$ cat src/rtl/icache_line_fill.sv
// rtl/icache_line_fill.sv - 8-word instruction cache line fill engine over a req/ack word port
module icache_line_fill #(
    parameter int TIMEOUT = 255
) (
    input  logic        CLK,
    input  logic        RST,
    input  logic        miss,
    input  logic [31:0] miss_addr,
    input  logic        flush,
    output logic        mem_req,
    output logic [31:0] mem_addr,
    input  logic        mem_ack,
    input  logic [31:0] mem_rdata,
    output logic [31:0] w0,
    output logic [31:0] w1,
    output logic [31:0] w2,
    output logic [31:0] w3,
    output logic [31:0] w4,
    output logic [31:0] w5,
    output logic [31:0] w6,
    output logic [31:0] w7,
    output logic [31:0] fill_addr,
    output logic        fill_done,
    output logic        fill_err,
    output logic        busy
);
    typedef enum logic [1:0] {IDLE, FETCH, DONE} state_t;

    localparam logic [7:0] WAIT_LAST = 8'(TIMEOUT - 1);

    state_t      state;
    logic [2:0]  cnt;
    logic [7:0]  wcnt;
    logic [26:0] base;
    logic [31:0] line [8];

    // Word address is a concatenation so it can never carry out of the line.
    assign mem_addr  = {base, cnt, 2'b00};
    assign fill_addr = {base, 5'b00000};
    assign busy      = (state != IDLE) | miss;

    assign w0 = line[0];
    assign w1 = line[1];
    assign w2 = line[2];
    assign w3 = line[3];
    assign w4 = line[4];
    assign w5 = line[5];
    assign w6 = line[6];
    assign w7 = line[7];

    always_ff @(posedge CLK or posedge RST) begin
        if (RST) begin
            state     <= IDLE;
            cnt       <= 3'd0;
            wcnt      <= 8'd0;
            base      <= 27'd0;
            mem_req   <= 1'b0;
            fill_done <= 1'b0;
            fill_err  <= 1'b0;
            for (int i = 0; i < 8; i++) begin
                line[i] <= 32'd0;
            end
        end else begin
            fill_done <= 1'b0;
            fill_err  <= 1'b0;
            case (state)
                IDLE: begin
                    if (miss) begin
                        base    <= miss_addr[31:5];
                        cnt     <= 3'd0;
                        wcnt    <= 8'd0;
                        mem_req <= 1'b1;
                        state   <= FETCH;
                    end
                end
                FETCH: begin
                    // A redirect wins over a same-cycle ack; that word is dropped.
                    if (flush) begin
                        mem_req <= 1'b0;
                        state   <= IDLE;
                    end else if (mem_ack) begin
                        line[cnt] <= mem_rdata;
                        cnt       <= cnt + 3'd1;
                        wcnt      <= 8'd0;
                        if (cnt == 3'd7) begin
                            mem_req   <= 1'b0;
                            fill_done <= 1'b1;
                            state     <= DONE;
                        end
                    end else begin
                        wcnt <= wcnt + 8'd1;
                        if (wcnt == WAIT_LAST) begin
                            mem_req  <= 1'b0;
                            fill_err <= 1'b1;
                            state    <= IDLE;
                        end
                    end
                end
                DONE: begin
                    state <= IDLE;
                end
                default: begin
                    state <= IDLE;
                end
            endcase
        end
    end
endmodule
$ cat config.mk
export PLATFORM = sky130hd
export DESIGN_NAME = icache_line_fill
export DESIGN_NICKNAME = d
export VERILOG_FILES = /design/src/rtl/icache_line_fill.sv
export SDC_FILE = /design/constraint.sdc
export NUM_CORES = 1
export LEC_CHECK = 0
export CORE_MARGIN = 3
export CORE_UTILIZATION = 49
export DETAILED_ROUTE_END_ITERATION = 6
export PLACE_DENSITY = 0.92
export SLEW_MARGIN = 20
export SYNTH_ARGS = -nofsm -noshare
export SYNTH_HDL_FRONTEND = slang
export SYNTH_SLANG_ARGS = --single-unit
$ cat constraint.sdc
create_clock -name CLK -period 16.25 [get_ports CLK]
set_input_delay 2.4375 -clock CLK [delete_from_list [all_inputs] [get_ports CLK]]
set_output_delay 2.4375 -clock CLK [all_outputs]
set_load 0.01 [all_outputs]
Word-level counts from Yosys, hierarchy flattened

Index checks and enable logic that the tools add are counted.
Widths: inputs -> output; s select.

Reduce and logical (&&, ||, !) cells: 10
Add/sub/neg operators: 2
$lt $le $gt $ge: 2
Bitwise gates (word level): 3
Divide/modulo/power cells: 0
Mux-type cells: 31
$mul: 0
Equality and inequality tests: 8
Shift operators: 0

Operator list:

| operator            | count |
|---|---|
| $bwmux 256          | 1 |
| $demux 32 s3        | 1 |
| $mux 32             | 1 |
| $mux 8              | 3 |
| $pmux 8 s2          | 1 |
| $mux 1              | 13 |
| $mux 2              | 5 |
| $mux 3              | 3 |
| $reduce_and 3->1    | 3 |
| $add 8x1->8 const B | 1 |
| $eq 8x8->1 const B  | 1 |
| $ne 4x4->1 const B  | 2 |
| $reduce_and 4->1    | 2 |
| $ne 2x2->1 const B  | 3 |
| $pmux 3 s2          | 1 |
| $ge 4x4->1 const B  | 1 |
| $lt 4x1->1 const B  | 1 |
| $not 3->4           | 1 |
| $pmux 2 s2          | 1 |
| $reduce_bool 2->1   | 2 |
| $add 3x1->3 const B | 1 |
| $eq 3x3->1 const B  | 1 |
| $eq 2x1->1 const B  | 1 |
| $logic_not 2->1     | 1 |
| 5 further kinds     | 5 |

Output and inout port bits: 324
Memories: 0
Bits in registers: 299
Input port bits: 69
ROM bits: 0
Bits in latches: 0
RAM bits: 0
Logic and storage cells: 71

Depth between registers and ports, before layout

Gate-level depths: netlist of run 1.

Depth in word-level cells: 6
Depth in mapped cells: 6

Worst setup path before layout of run 1

OpenSTA, ideal clock, no wires.

Kind: input to output
From: input miss
To: output busy
Buffers on the path: 0
Arrival time: 2.787 ns
Setup slack: 11.026 ns
Stages: 1
Cells stage by stage: or3_1

Cells in the longest elaborated chain, start to end: 1

RTL lines:

| what        | line | text |
|---|---|---|
| from (decl) | 7    | `input logic miss,` |
| $or 1x1->1  | 40   | `assign busy = (state != IDLE) \| miss;` |
| to (decl)   | 25   | `output logic busy` |

No other way between the ends.

Final worst setup path of run 1

Ends and elaborated chain as after synthesis.

==> results of run 1 <==
==> flip-flops by register name, indices dropped and copies added, names as in the netlist <==
signal and cells:
fill_done 1, w7 32, w2 32, cnt 3, fill_err 1, w3 32
w0 32, w4 32, base 27, mem_req 1, w5 32, w1 32
state 2, w6 32, wcnt 8
==> worst max-delay path: cells and delay by family <==
kind | cells | cell delay (ps)
buffers and inverters | 2 | 950
and+or+nand+nor | 1 | 330
==> final cells by class <==
type                    count  share of cell area, %
flip-flops and latches    299                  45.17
clock inverters            11                 0.8233
repair buffers            388                  23.37
well taps                 313                  2.364
clock buffers              46                  5.506
inverters                   4                 0.1360
multi-input cells         361                  22.64
==> stage by stage <==
| stage | util [%] | hold slack, ps | instance area [um^2] | setup slack, ps | power [mW] |
|---|---|---|---|---|---|
| floorplan | - | 510.2 | 11730 | 5552 | 1.223 |
| global placement | 67.25 | 467.6 | 15500 | 10090 | 1.577 |
| detailed placement | 67.31 | 474.7 | 15520 | 10090 | 1.604 |
| CTS | 71.86 | 488.0 | 16570 | 10090 | 2.331 |
| global route | 71.86 | 508.8 | 16570 | 10080 | 2.409 |
| finish | 71.86 | 485.9 | 16570 | 10100 | 2.311 |
==> final timing paths <==
path                       slack, ps     start       end  cells past startpoint
min reg2reg                      490     w2[0]     w2[0]                      1
min                              490     w2[0]     w2[0]                      1
max reg2reg                    13340  state[1]     w4[7]                      5
min in group asynchronous       2550       RST  base[10]                      2
max                            10100      miss      busy                      3
max in group asynchronous      12110       RST     w0[4]                      3
==> synth_stat cells (all sizes together), types with 3 or more instances <==
master,count
dfrtp,299
mux2,283
buf,63
nor2,11
nand2,9
o21ai,6
xnor2,6
a211oi,5
a21oi,4
and2,4
ha,4
inv,4
clkbuf,3
nand2b,3
nand4b,3
==> where the power goes <==
part | leakage, nW | switching (mW) | internal [mW]
clock network | 0.524 | 0.283 | 0.434
logic | 3.16 | 0.240 | 0.377
registers | 3.97 | 0.0884 | 0.888
total | 7.65 | 0.612 | 1.70
==> kinds of logic after synthesis <==
group / after synthesis / share of synthesized area (%)
flops: 299 / 63.92
mux: 283 / 27.23
buf+inv: 70 / 4.276
simple gates: 44 / 2.812
compound gates: 17 / 0.8552
xor+xnor: 6 / 0.4490
fa+ha+maj: 4 / 0.4276
other cells: 1 / 0.03204
==> metal layers <==
layer  GRT usage (%)  vias up
met5               0        -
met4           6.706        0
met3           6.010       60
met2           40.58      282
met1           29.23     3802
li1                -     3231
==> results.json, run 1 <==
{
  "core_area_mm2": 0.02305,
  "clkTransAtPathRegs_ps": 60,
  "synth_cell_types": 34,
  "topRoutingLayerUsed": "met4",
  "cellPowerDensity_mw_per_mm2": 139.5,
  "cpMostUsedCell": "clkdlybuf4s50_1",
  "cts_root_buffer": "clkbuf_16",
  "place_congestion": 0.7534,
  "slowest_delay_ps": 500,
  "drive_gt1_share_pct": 29.49,
  "cts_tree": "built",
  "synthCells": 724,
  "final_cells": 1422,
  "grt_max_degree": 140,
  "start_util_pct": 50.77,
  "io_pins": 393,
  "synth_warnings": 0,
  "critical_path_arrival_ps": 3710,
  "multiInputGateArea_mm2": 0.003750,
  "cts_hold_buf": 0,
  "cp.required_ps": 13810,
  "synthFlopType": "dfrtp_1",
  "final_antenna_net_count": 0,
  "cts_setup_buffers": 0,
  "io_buffers": 380,
  "rsz0062_at_grt": "false",
  "status": "finished, final reports clean",
  "antenna_found_initial": 0,
  "fin_crit_ps": 6151,
  "first_iter_violations": 280,
  "yosys.area.top_type": "dfrtp_1",
  "num_vias": 7375,
  "p_leak_nw": 7.652,
  "min_period_over_period_pct": 37.85,
  "wl_met1_um": 12200,
  "async_flop_share_pct": 100.0,
  "clock_latency_ps": 540,
  "hold_path_class": "register to register",
  "firstDrtPassIters": 4,
  "grt_use_total_pct": 23.44,
  "cap_violations": 0,
  "ir_drop_v": 0.0001176,
  "post_cts_resized": 0,
  "wl_per_cell_um": 21.68,
  "crit_fanout": 3,
  "die_w_um": 160.6,
  "cp_cell_sequence": "clkdlybuf4s50_1 > or3_1 > clkdlybuf4s50_1",
  "clock_sinks": 299,
  "hold_viol": 0,
  "final_cell_mix": "clkdlybuf4s50_1, dfrtp_1, mux2_2",
  "tightest_slew_ps": 1146,
  "synth_top_area_share_pct": 63.92,
  "htreeDepth": 1,
  "netlist_top_cells_area": "dfrtp_1, mux2_2, buf_4",
  "diodes": 0,
  "relSlewSlack_pct": 23.33,
  "crit_slowest_cell": "clkdlybuf4s50_1",
  "dp_hpwl_um": 20440,
  "maxSlewViolCount": 0,
  "dp_cells": 1365,
  "die_area_mm2": 0.02578,
  "overflow": 0,
  "fillers": 1415,
  "detail_route.vias_per_cell": 5.186,
  "nets": 1158,
  "clockBufferDepth": 3,
  "seqCellArea_mm2": 0.007482,
  "setup_viol": 0,
  "crit_path_end_kind": "output pin",
  "wl_met3_um": 2217,
  "area_growth_pct": 41.53,
  "fin_skew_ps": 10.68,
  "syn-cell-area_mm2": 0.01170,
  "finalSetupTns_ps": 0,
  "wl_um": 30830,
  "final_common_cell": "clkdlybuf4s50_1",
  "syn_avg_cell_area_um2": 16.17,
  "seq_area_frac_synth_pct": 63.92,
  "route.detailed.drc": 0,
  "setup.worst_path.class": "input pin to output pin",
  "row_count": 55,
  "startpoint_type": "input pin",
  "grt_pass1_wl_um": 47820,
  "numCtsBuffers": 31,
  "max_freq_ghz": 0.1626,
  "met2WireLength_um": 15430,
  "synth-edff-count": 0,
  "ys_ff_latch": 299,
  "die_h_um": 160.6,
  "grt_pass1_vias": 8100
}
No activity file was read; power rests on OpenSTA's default activity.
==> inputs of run 2 (changes only) <==
--- a/config.mk
+++ b/config.mk
@@ -6,9 +6,9 @@
 export NUM_CORES = 1
 export LEC_CHECK = 0
 export CORE_MARGIN = 3
-export CORE_UTILIZATION = 49
+export CORE_UTILIZATION = 46
 export DETAILED_ROUTE_END_ITERATION = 6
-export PLACE_DENSITY = 0.92
+export PLACE_DENSITY = 0.88
 export SLEW_MARGIN = 20
 export SYNTH_ARGS = -nofsm -noshare
 export SYNTH_HDL_FRONTEND = slang
==> constraint.sdc (replaced) <==
create_clock -name CLK -period 6 [get_ports CLK]
set_input_delay 0.9 -clock CLK [delete_from_list [all_inputs] [get_ports CLK]]
set_output_delay 0.9 -clock CLK [all_outputs]
set_load 0.01 [all_outputs]
==> results.json, run 2 (synthesized netlist as in run 1, its figures left out) <==
{
  "status": "finished, final reports clean",
  "drive_gt1_share_pct": 28.95,
  "die_w_um": 165.5,
  "rsz0062_at_grt": "false",
  "cp.required_ps": 6420,
  "critical_path_arrival_ps": 3720,
  "clock_sinks": 299,
  "cts_tree": "built",
  "holdPathStages": 1,
  "overflow": 0,
  "die_area_mm2": 0.02740,
  "hold_viol": 0,
  "p_sw_mw": 1.625,
  "tightest_slew_ps": 1090,
  "crit_slowest_cell": "nor3b_4",
  "num_vias": 7350,
  "row_count": 57,
  "firstDrtPassIters": 4,
  "p_int_mw": 4.463,
  "power_frac_seq_pct": 43.3,
  "setup_viol": 0,
  "slowest_delay_ps": 840,
  "clkTransAtPathRegs_ps": 60,
  "min_period_over_period_pct": 54.94,
  "comb_power_share_pct": 27.5,
  "detail_route.vias_per_cell": 5.151,
  "pre_cts_slack_ps": 2141,
  "cts_root_buffer": "clkbuf_16",
  "hold_ws_ps": 484.2,
  "p_sw_share_pct": 26.69,
  "post_dp_cell_area_mm2": 0.01554,
  "timing.rr.start": "state[1]",
  "cap_violations": 0,
  "nets": 1156,
  "finalSetupTns_ps": 0,
  "cts_setup_buffers": 0,
  "fin_crit_ps": 3296,
  "cp_cell_sequence": "clkdlybuf4s50_1 > and4bb_1 > nand2_4 > nor3b_4 > buf_4 > mux2_2",
  "grt_max_degree": 161,
  "cts_hold_buf": 0,
  "postLayoutCellArea_mm2": 0.01648,
  "dp_hpwl_um": 20550,
  "final_cell_mix": "clkdlybuf4s50_1, dfrtp_1, mux2_2",
  "place_congestion": 0.7898,
  "worstHoldEndpoint": "w2[20]",
  "path_buf_inv": 2,
  "first_iter_violations": 444,
  "final_common_cell": "clkdlybuf4s50_1",
  "rr_worst_depth": 5,
  "crit_path_end_kind": "register",
  "numCtsBuffers": 30,
  "die_h_um": 165.5,
  "io_pins": 393,
  "grt_pass1_wl_um": 46310,
  "hold_path_class": "register to register",
  "cp_top_family": "simple AND/OR/NAND/NOR gates",
  "start_util_pct": 47.43,
  "ir_drop_v": 0.0002724,
  "io_buffers": 380,
  "wl_um": 30580,
  "r2r_end": "w4[24]",
  "core_area_mm2": 0.02468,
  "clkPwrFrac_pct": 29.1,
  "startpoint_type": "input pin",
  "grt_pass1_vias": 7756,
  "antenna_found_initial": 0,
  "post_cts_resized": 0,
  "fin_skew_ps": 9.863,
  "maxSlewViolCount": 0,
  "crit_fanout": 17,
  "htreeDepth": 1,
  "clock_latency_ps": 540,
  "cellPowerDensity_mw_per_mm2": 369.4,
  "relSlewSlack_pct": 27.08,
  "max_freq_ghz": 0.3034,
  "setup.worst_path.class": "input pin to register",
  "wl_per_cell_um": 21.43,
  "route.detailed.drc": 0,
  "final_antenna_net_count": 0,
  "r2r_slack_ps": 3020,
  "area_growth_pct": 40.79,
  "clockBufferDepth": 3,
  "grt_use_total_pct": 21.83,
  "hold_start": "w2[20]",
  "p_leak_nw": 7.589,
  "setup_slack_ps": 2704
}
## run 2: routing by layer
metal  vias to the layer above  share of wire, %  global-route usage (%)
met5                         -                 0                       0
met4                         0               2.4                   5.406
met3                        44               7.6                   5.862
met2                       276                51                   38.48
met1                      3802                39                   26.74
li1                       3228                 -                       -
## run 2: stage by stage
stage	instances	power, mW	utilization [%]
CTS	1426	6.152	66.77
detailed placement	1375	4.357	62.97
global placement	1375	4.282	62.97
finish	1427	6.087	66.78
floorplan	730	3.312	-
global route	1426	6.353	66.77
## run 2: how the worst max path moves through the flow
stage / startpoint / end / depth (start not counted)
CTS: flush / w2[22] / 6
finish: flush / w4[24] / 6
global placement: mem_ack / w2[28] / 6
global route: flush / w4[27] / 6
floorplan: RST / base[0] / 1
detailed placement: flush / w2[21] / 6
## run 2: power by group through the flow
stage          registers, mW  logic [mW]  clock network [mW]
2_1_floorplan           2.81       0.498                   0
3_3_place_gp            2.64        1.65                   0
3_5_place_dp            2.67        1.69                   0
4_1_cts                 2.64        1.70                1.81
5_1_grt                 2.68        1.78                1.89
6_report                2.64        1.68                1.77
## run 2: cell type report
| type | instances | area (um^2) |
|---|---|---|
| Timing Repair Buffer | 387 | 3881 |
| Tap cell | 324 | 405.4 |
| Clock inverter | 4 | 23.77 |
| Inverter | 4 | 18.77 |
| Fill cell | 1720 | 8197 |
| Multi-Input combinational cell | 361 | 3750 |
| Antenna cell | 1 | 2.502 |
| Sequential cell | 299 | 7482 |
| Clock buffer | 47 | 915.9 |
